===== config.mk =====
export PLATFORM = sky130hd
export DESIGN_NAME = shift_sequencer
export DESIGN_NICKNAME = d
export VERILOG_FILES = /design/src/rtl/shift_seq_pkg.sv /design/src/rtl/shift_seq_reg.sv /design/src/rtl/shift_sequencer.sv
export SDC_FILE = /design/constraint.sdc
export NUM_CORES = 1
export LEC_CHECK = 0
export ABC_AREA = 1
export CORE_UTILIZATION = 50
export DETAILED_ROUTE_END_ITERATION = 10
export MAX_ROUTING_LAYER = met4
export PLACE_DENSITY = 0.85
export SLEW_MARGIN = 20
export SYNTH_ARGS = -nofsm -noshare
export SYNTH_HDL_FRONTEND = slang
export SYNTH_HIERARCHICAL = 1
export SYNTH_SLANG_ARGS = --single-unit

===== constraint.sdc =====
create_clock -name clk -period 2.05 [get_ports clk]
set_input_delay 0.41 -clock clk [delete_from_list [all_inputs] [get_ports clk]]
set_output_delay 0.41 -clock clk [all_outputs]
set_load 0.01 [all_outputs]

===== src/rtl/shift_seq_pkg.sv =====
// Shared types and constants for the shift sequencer.
package shift_seq_pkg;

  typedef enum logic [1:0] {
    IDLE  = 2'd0,
    SHIFT = 2'd1,
    DONE  = 2'd2
  } state_t;

  localparam logic DIR_LEFT  = 1'b0;
  localparam logic DIR_RIGHT = 1'b1;

endpackage


===== src/rtl/shift_seq_reg.sv =====
// WIDTH-bit bidirectional shift register with synchronous parallel load.
// Load has priority over shift. Both end bits are exposed so the controller
// can pick the departing bit without knowing the register layout.
module shift_seq_reg
  import shift_seq_pkg::*;
#(
  parameter int WIDTH = 4
) (
  input  logic             clk,
  input  logic             rst,
  input  logic             load,
  input  logic [WIDTH-1:0] load_data,
  input  logic             shift_en,
  input  logic             dir,
  input  logic             ins,
  output logic [WIDTH-1:0] data,
  output logic             lsb,
  output logic             msb
);

  // Register update: load, else shift toward the selected end inserting ins.
  always_ff @(posedge clk or posedge rst) begin
    if (rst) begin
      data <= '0;
    end else if (load) begin
      data <= load_data;
    end else if (shift_en) begin
      if (dir == DIR_RIGHT) data <= {ins, data[WIDTH-1:1]};
      else                  data <= {data[WIDTH-2:0], ins};
    end
  end

  assign lsb = data[0];
  assign msb = data[WIDTH-1];

endmodule


===== src/rtl/shift_sequencer.sv =====
// Sequences a parallel-load / N-shift / present transfer on a WIDTH-bit
// shift register. Optional feature macro: SHIFT_SEQ_ROTATE_EN adds a rotate
// input; when latched high the departing bit is re-inserted instead of ser_in.
//
// state | meaning
// IDLE  | waiting for start, register holds last result
// SHIFT | one shift per edge, ser_out/ser_valid presented
// DONE  | one-cycle done pulse, par_out holds final contents
module shift_sequencer
  import shift_seq_pkg::*;
#(
  parameter int WIDTH = 4,
  parameter int CNT_W = $clog2(WIDTH + 1)
) (
  input  logic             clk,
  input  logic             rst,
  input  logic             start,
  input  logic             dir,
  input  logic [WIDTH-1:0] load_data,
  input  logic [CNT_W-1:0] shift_count,
  input  logic             ser_in,
`ifdef SHIFT_SEQ_ROTATE_EN
  input  logic             rotate,
`endif
  output logic             busy,
  output logic             ser_out,
  output logic             ser_valid,
  output logic             done,
  output logic [WIDTH-1:0] par_out
);

  localparam logic [CNT_W-1:0] MAX_CNT = CNT_W'(WIDTH);

  state_t           state;
  logic [CNT_W-1:0] cnt;
  logic [CNT_W-1:0] cnt_clamped;
  logic             dir_q;
  logic             load;
  logic             shift_en;
  logic             out_bit;
  logic             ins_bit;
  logic             lsb;
  logic             msb;

  assign cnt_clamped = (shift_count > MAX_CNT) ? MAX_CNT : shift_count;
  assign load        = (state == IDLE) && start;
  assign shift_en    = (state == SHIFT);
  assign out_bit     = (dir_q == DIR_RIGHT) ? lsb : msb;
  assign ser_out     = ser_valid & out_bit;

`ifdef SHIFT_SEQ_ROTATE_EN
  logic rot_q;

  // Rotate mode is latched with the command like dir.
  always_ff @(posedge clk or posedge rst) begin
    if (rst)       rot_q <= 1'b0;
    else if (load) rot_q <= rotate;
  end

  assign ins_bit = rot_q ? out_bit : ser_in;
`else
  assign ins_bit = ser_in;
`endif

  shift_seq_reg #(.WIDTH(WIDTH)) u_reg (
    .clk       (clk),
    .rst       (rst),
    .load      (load),
    .load_data (load_data),
    .shift_en  (shift_en),
    .dir       (dir_q),
    .ins       (ins_bit),
    .data      (par_out),
    .lsb       (lsb),
    .msb       (msb)
  );

  // Transfer FSM with shift counter; busy/ser_valid/done registered with state.
  always_ff @(posedge clk or posedge rst) begin
    if (rst) begin
      state     <= IDLE;
      cnt       <= '0;
      dir_q     <= DIR_LEFT;
      busy      <= 1'b0;
      ser_valid <= 1'b0;
      done      <= 1'b0;
    end else begin
      case (state)
        IDLE: begin
          if (start) begin
            dir_q <= dir;
            cnt   <= cnt_clamped;
            busy  <= 1'b1;
            if (cnt_clamped != '0) begin
              state     <= SHIFT;
              ser_valid <= 1'b1;
            end else begin
              state <= DONE;
              done  <= 1'b1;
            end
          end
        end
        SHIFT: begin
          cnt <= cnt - 1'b1;
          if (cnt == CNT_W'(1)) begin
            state     <= DONE;
            ser_valid <= 1'b0;
            done      <= 1'b1;
          end
        end
        DONE: begin
          state <= IDLE;
          busy  <= 1'b0;
          done  <= 1'b0;
        end
        default: begin
          state     <= IDLE;
          busy      <= 1'b0;
          ser_valid <= 1'b0;
          done      <= 1'b0;
        end
      endcase
    end
  end

endmodule


==> impl_metrics.py, run 1 <==
metrics = {
    "timing": {
        "setup_viol": 0,
        "slew_violations": 0,
        "rsz0062_at_grt": "no",
        "worst_hold_slack_ps": 342,
        "worst_pin_slew_ps": 365,
        "hold_viol": 0,
        "fin_crit_ps": 1930,
        "fin_crit_sh_pct": 94.3,
        "fin_skew_ps": 8.17,
        "relSlewSlack_pct": 75.6,
        "setup_tns_ps": 0,
        "setup_ws_ps": 117,
        "timing.fmax_ghz": 0.517,
    },
    "logic_synthesis": {
        "netlist_area_sq_um": 787,
        "ys_warn_count": 6,
        "synthTopCellsByArea": "dfrtp_1, nand2_1, inv_1",
        "synth_cell_types": 18,
        "synth_cells": 110,
        "ys_seq_area_share_pct": 41.3,
        "avgSynthCellArea_sq_um": 7.15,
        "ys_ff_latch": 13,
        "synth_top_area_share_pct": 41.3,
        "syn_nets": 124,
        "synth_top_area_cell": "dfrtp_1",
    },
    "place": {
        "gp_congestion": 0.890,
        "port_buffers": 19,
        "dpl_worst_slack_ps": 309,
        "dp_cells": 142,
        "dp_hpwl_mm": 1.35,
    },
    "floorplan": {
        "die_width_microns": 41.7,
        "std_cell_rows": 13,
        "start_util_pct": 56.9,
        "core_area_sq_um": 1380,
        "dieArea_sq_um": 1740,
        "ioPinCount": 20,
        "die_y_microns": 41.7,
    },
    "drt": {
        "ant_nets": 0,
        "dr.pass1.iters": 4,
        "wire_per_inst_microns": 11.8,
        "vias": 770,
        "drc": 0,
        "wirelength_mm": 1.72,
        "routed_via_density": 5.27,
        "drt_iter0_drc": 28,
    },
    "global_route": {
        "grt_busiest_layer": "met2",
        "track_usage_pct": 23.0,
        "grt_pass1_vias": 708,
        "grt_pass1_wl_mm": 2.97,
        "antenna_found_initial": 0,
        "grtUsageMet1_pct": 27.7,
        "grtUsageMet3_pct": 6.96,
        "overflow": 0,
        "grt_max_degree": 10,
        "use_met2_pct": 36.3,
    },
    "layout": {
        "n_antenna_cell": 0,
        "fin_nets": 146,
        "finalNonFillerCells": 146,
        "drive_gt1_share_pct": 11.5,
        "final_core_util_pct": 72.9,
        "syn_to_final_growth_pct": 28.1,
    },
    "worst_setup_path": {
        "cp_slowest_cell": "clkdlybuf4s50_1",
        "critPathMaxFanout": 7,
        "cp-start-kind": "flip-flop",
        "critPathMostFrequentCell": "nor2_1",
        "critPathRequiredTime_ps": 1640,
        "crit_chain": "inv_1 > nor2_1 > nor2_1 > clkdlybuf4s50_1",
        "r2r-start": "state[0]",
        "r2r_end": "u_reg/data[1]",
        "cp_data_arrival_time_ps": 1520,
        "max_stage_delay_ps": 540,
        "endpoint_kind": "output port",
        "r2r_setup_slack_ps": 740,
        "worstRegToRegCells": 6,
        "critPathKind": "reg -> out",
    },
    "clocking": {
        "clkLatencyLatePin_ps": 270,
        "cts_tree": "built",
        "h-tree-depth": 1,
        "cts_sinks": 13,
        "cts_buffer_depth": 2,
        "clk_pin_slew_ps": 90,
        "cts_hold_buf": 0,
        "cts_root_buf": "clkbuf_4",
        "cts_buffers": 3,
        "cts_resized": 0,
        "postCtsSetupBuffers": 0,
    },
    "power_and_ir_drop": {
        "ir_drop_uv": 948,
        "p_per_area_nw_per_um2": 1480,
        "leakage_nw": 0.568,
    },
    "hold_path": {
        "hold_path.class": "in -> async",
    },
    "outcome": {
        "status": "finished clean",
    },
    "job": {
        "drv_cap": 0,
    },
}
==> synthesized netlist by cell type (all sizes together) <==
master and n:
xor2 1, ha 2, dfrtp 13, nand3 6
nor2 9, buf 2, a21oi 4, inv 23
o21ai 8, nand2 42
==> report_power, final <==
group	switching [mW]	total [mW]	internal (mW)	leakage [nW]
Combinational	0.483	0.838	0.354	0.391
Sequential	0.113	0.495	0.382	0.159
Clock	0.0854	0.158	0.0722	0.0177
Total	0.682	1.49	0.808	0.568
==> flip-flops by register name, summed over array words and instances, names as in the netlist <==
| signal | flops |
|---|---|
| done | 1 |
| u_reg/data | 4 |
| ser_valid | 1 |
| cnt | 3 |
| dir_q | 1 |
| busy | 1 |
| state | 2 |
==> metrics by stage <==
| stage | instance area, sq um | power [mW] |
|---|---|---|
| 4_1_cts | 1010 | 1.49 |
| 5_1_grt | 1010 | 1.63 |
| 2_1_floorplan | 787 | 1.05 |
| 6_report | 1010 | 1.49 |
| 3_5_place_dp | 981 | 1.33 |
| 3_3_place_gp | 981 | 1.28 |
==> cell usage in the layout, fill, tap and decap left out <==
master / instances
inv_1: 20
dfrtp_1: 13
nand3_1: 3
ha_1: 2
nand3_2: 2
clkinv_2: 1
nor2_1: 6
nor2_4: 1
nor2_2: 2
o21ai_0: 6
a21oi_1: 4
o21ai_1: 2
nand2_1: 40
clkbuf_4: 3
inv_2: 3
xor2_1: 1
clkdlybuf4s50_1: 19
nand2_4: 1
nand2_2: 1
nand3_4: 1
==> worst max path at each step <==
stage | slack, ps | depth (start not counted) | start | to
2_1_floorplan | 950 | 6 | state[0] | u_reg/data[1]
5_1_grt | 7 | 4 | dir_q | ser_out
3_3_place_gp | 420 | 6 | start | u_reg/data[0]
3_5_place_dp | 310 | 6 | start | u_reg/data[1]
4_1_cts | 110 | 4 | dir_q | ser_out
6_report | 120 | 4 | dir_q | ser_out
==> final cells by class <==
cell class | count | area (sq um)
tap | 15 | 18.8
inverter | 23 | 86.3
multi-input combinational | 72 | 360
clock inverter | 1 | 5.00
timing repair buffer | 19 | 190
sequential | 13 | 325
clock buffer | 3 | 22.5
fill | 110 | 374
==> critical path: cells and delay by family (launching register included) <==
family / cells / cell delay, ps
flip-flops: 1 / 460
buffers and inverters: 2 / 640
AND/OR/NAND/NOR: 2 / 160
==> kinds of logic (layout without fill, tap and decap cells) <==
kind of cell,after synthesis,after routing,synth area share [%]
AND/OR/NAND/NOR,57,57,33.9
buffers and inverters,25,46,12.9
flip-flops,13,13,41.3
AO/OA/AOI/OAI,12,12,7.63
adder cells (fa/ha/maj),2,2,3.18
XOR/XNOR,1,1,1.11
==> routing by layer <==
| layer | vias to the layer above | part of all wire (%) |
|---|---|---|
| met2 | 31 | 50 |
| met1 | 368 | 45 |
| met3 | 2 | 4.8 |
| met4 | 0 | 0.87 |
| met5 | - | 0 |
| li1 | 369 | - |
Power figures use the tool's default switching activity.
==> run 2: changes to the inputs <==
Settings changed: CTS_CLUSTER_DIAMETER set to 40, PLACE_DENSITY 0.85 to 0.82.
==> run 2 against run 1 <==
  * Die area did not move
  * Critical path depth did not move
  * Via count decreased by 4.3%
  * Highest routed layer unchanged
  * Clock skew fell by 5.0 ps
  * Sequential share of layout area about the same
  * Design area decreased by 0.12%
  * Hold slack got worse by 7.1 ps
  * Clock power grew 3%
  * Sequential power fell by 0.8%
  * Count of clock-buffer cells in the layout rose by 1
  * Critical endpoint unchanged
==> impl_metrics.py, run 2 (synthesis gave the netlist of run 1 again) <==
metrics = {
    "drt": {
        "ant_nets": 0,
        "wire_per_inst_microns": 10.9,
        "drc": 0,
        "dr.pass1.iters": 4,
        "routed_via_density": 5.05,
        "wirelength_mm": 1.60,
        "drt_iter0_drc": 25,
        "vias": 737,
    },
    "timing": {
        "setup_viol": 0,
        "fin_crit_sh_pct": 93.8,
        "setup_ws_ps": 127,
        "fin_crit_ps": 1920,
        "slew_violations": 0,
        "relSlewSlack_pct": 75.3,
        "fin_skew_ps": 3.14,
        "hold_viol": 0,
        "setup_tns_ps": 0,
        "rsz0062_at_grt": "no",
        "worst_pin_slew_ps": 369,
        "worst_hold_slack_ps": 335,
        "timing.fmax_ghz": 0.520,
    },
    "place": {
        "dp_hpwl_mm": 1.24,
        "port_buffers": 19,
        "gp_congestion": 0.911,
        "dpl_worst_slack_ps": 337,
    },
    "layout": {
        "n_antenna_cell": 0,
        "fillers": 112,
        "syn_to_final_growth_pct": 28.0,
        "fin_nets": 146,
        "reg_top3": "u_reg/data: 4 flops, cnt: 3 flops, state: 2 flops",
        "layout_common_cells": "nand2_1, inv_1, clkdlybuf4s50_1, dfrtp_1",
        "final_common_cell": "nand2_1",
        "drive_gt1_share_pct": 10.7,
        "top_register": "u_reg/data",
        "final_core_util_pct": 72.9,
        "largest_reg_flops": 4,
    },
    "power_and_ir_drop": {
        "totalPowerFinal_mw": 1.47,
        "p_seq_share_pct": 33.3,
        "swShare_pct": 45.0,
        "ir_drop_uv": 898,
        "power_frac_comb_pct": 55.7,
        "intPower_uw": 812,
        "pwr-share-clk_pct": 11.0,
        "leakage_nw": 0.565,
        "p_per_area_nw_per_um2": 1460,
        "p_switching_uw": 663,
    },
    "worst_setup_path": {
        "max_stage_delay_ps": 540,
        "critPathMaxFanout": 7,
        "critPathKind": "reg -> out",
        "crit_chain": "inv_1 > nor2_1 > nor2_1 > clkdlybuf4s50_1",
        "cp_slowest_cell": "clkdlybuf4s50_1",
        "endpoint_kind": "output port",
        "critPathRequiredTime_ps": 1640,
        "critPathMostFrequentCell": "nor2_1",
        "cp-start-kind": "flip-flop",
        "cp_data_arrival_time_ps": 1510,
        "r2r_setup_slack_ps": 790,
    },
    "floorplan": {
        "start_util_pct": 56.9,
        "die_y_microns": 41.7,
        "ioPinCount": 20,
        "dieArea_sq_um": 1740,
        "core_area_sq_um": 1380,
        "std_cell_rows": 13,
        "die_width_microns": 41.7,
    },
    "outcome": {
        "status": "finished clean",
    },
    "global_route": {
        "grt_pass1_vias": 610,
        "grt_max_degree": 10,
        "grt_pass1_wl_mm": 2.69,
        "overflow": 0,
        "track_usage_pct": 21.1,
        "antenna_found_initial": 0,
    },
    "clocking": {
        "clk_pin_slew_ps": 80,
        "h-tree-depth": 1,
        "cts_root_buf": "clkbuf_4",
        "cts_sinks": 13,
        "cts_buffers": 3,
        "postCtsSetupBuffers": 0,
        "cts_tree": "built",
        "clkLatencyLatePin_ps": 280,
        "cts_resized": 0,
        "cts_hold_buf": 0,
        "cts_buffer_depth": 2,
    },
    "job": {
        "drv_cap": 0,
    },
    "hold_path": {
        "hold_path.class": "in -> async",
    },
}
## run 2: cell types whose count changed in the layout (fill, tap and decap cells not counted)
cell / change
clkbuf_1: +1
clkinv_2: -1
## run 2: layout make-up
class / count / area, sq um / share of cell area [%]
well taps: 15 / 18.8 / 1.86
multi-input cells: 72 / 360 / 35.8
inverters: 23 / 86.3 / 8.57
repair buffers: 19 / 190 / 18.9
flip-flops and latches: 13 / 325 / 32.3
clock buffers: 4 / 26.3 / 2.61
## run 2: stage by stage
| step | cells | area, sq um |
|---|---|---|
| after detailed placement | 142 | 981 |
| after global routing | 146 | 1010 |
| after CTS | 146 | 1010 |
| after floorplan | 110 | 787 |
| final | 146 | 1010 |
| after global placement | 142 | 981 |
## run 2: worst paths after layout
check                      startpoint       endpoint  depth (start not counted)
setup / recovery                dir_q        ser_out                          4
hold / removal                    rst  u_reg/data[1]                          2
setup reg to reg             state[0]  u_reg/data[1]                          6
hold reg to reg                  done           done                          2
max in group asynchronous         rst         cnt[2]                          2
min in group clk                 done           done                          2
## run 2: critical path: cells and delay by family, from the launching register on
kind	cells	cell delay, ps
buf+inv	2	640
flops	1	460
simple gates	2	130
## run 2: power by group through the flow
stage / clock (mW) / sequential [mW] / combinational [mW]
after global routing: 0.180 / 0.510 / 0.919
after floorplan: 0 / 0.494 / 0.553
after CTS: 0.165 / 0.490 / 0.825
after detailed placement: 0 / 0.495 / 0.819
final: 0.163 / 0.491 / 0.821
after global placement: 0 / 0.489 / 0.790
## run 2: per-layer routing
| layer | up-vias | part of all wire (%) | global-route usage (%) |
|---|---|---|---|
| li1 | 367 | - | - |
| met4 | 0 | 2.4 | 11.6 |
| met2 | 29 | 44 | 28.1 |
| met3 | 4 | 5.9 | 3.91 |
| met1 | 337 | 48 | 29.8 |
| met5 | - | 0 | - |
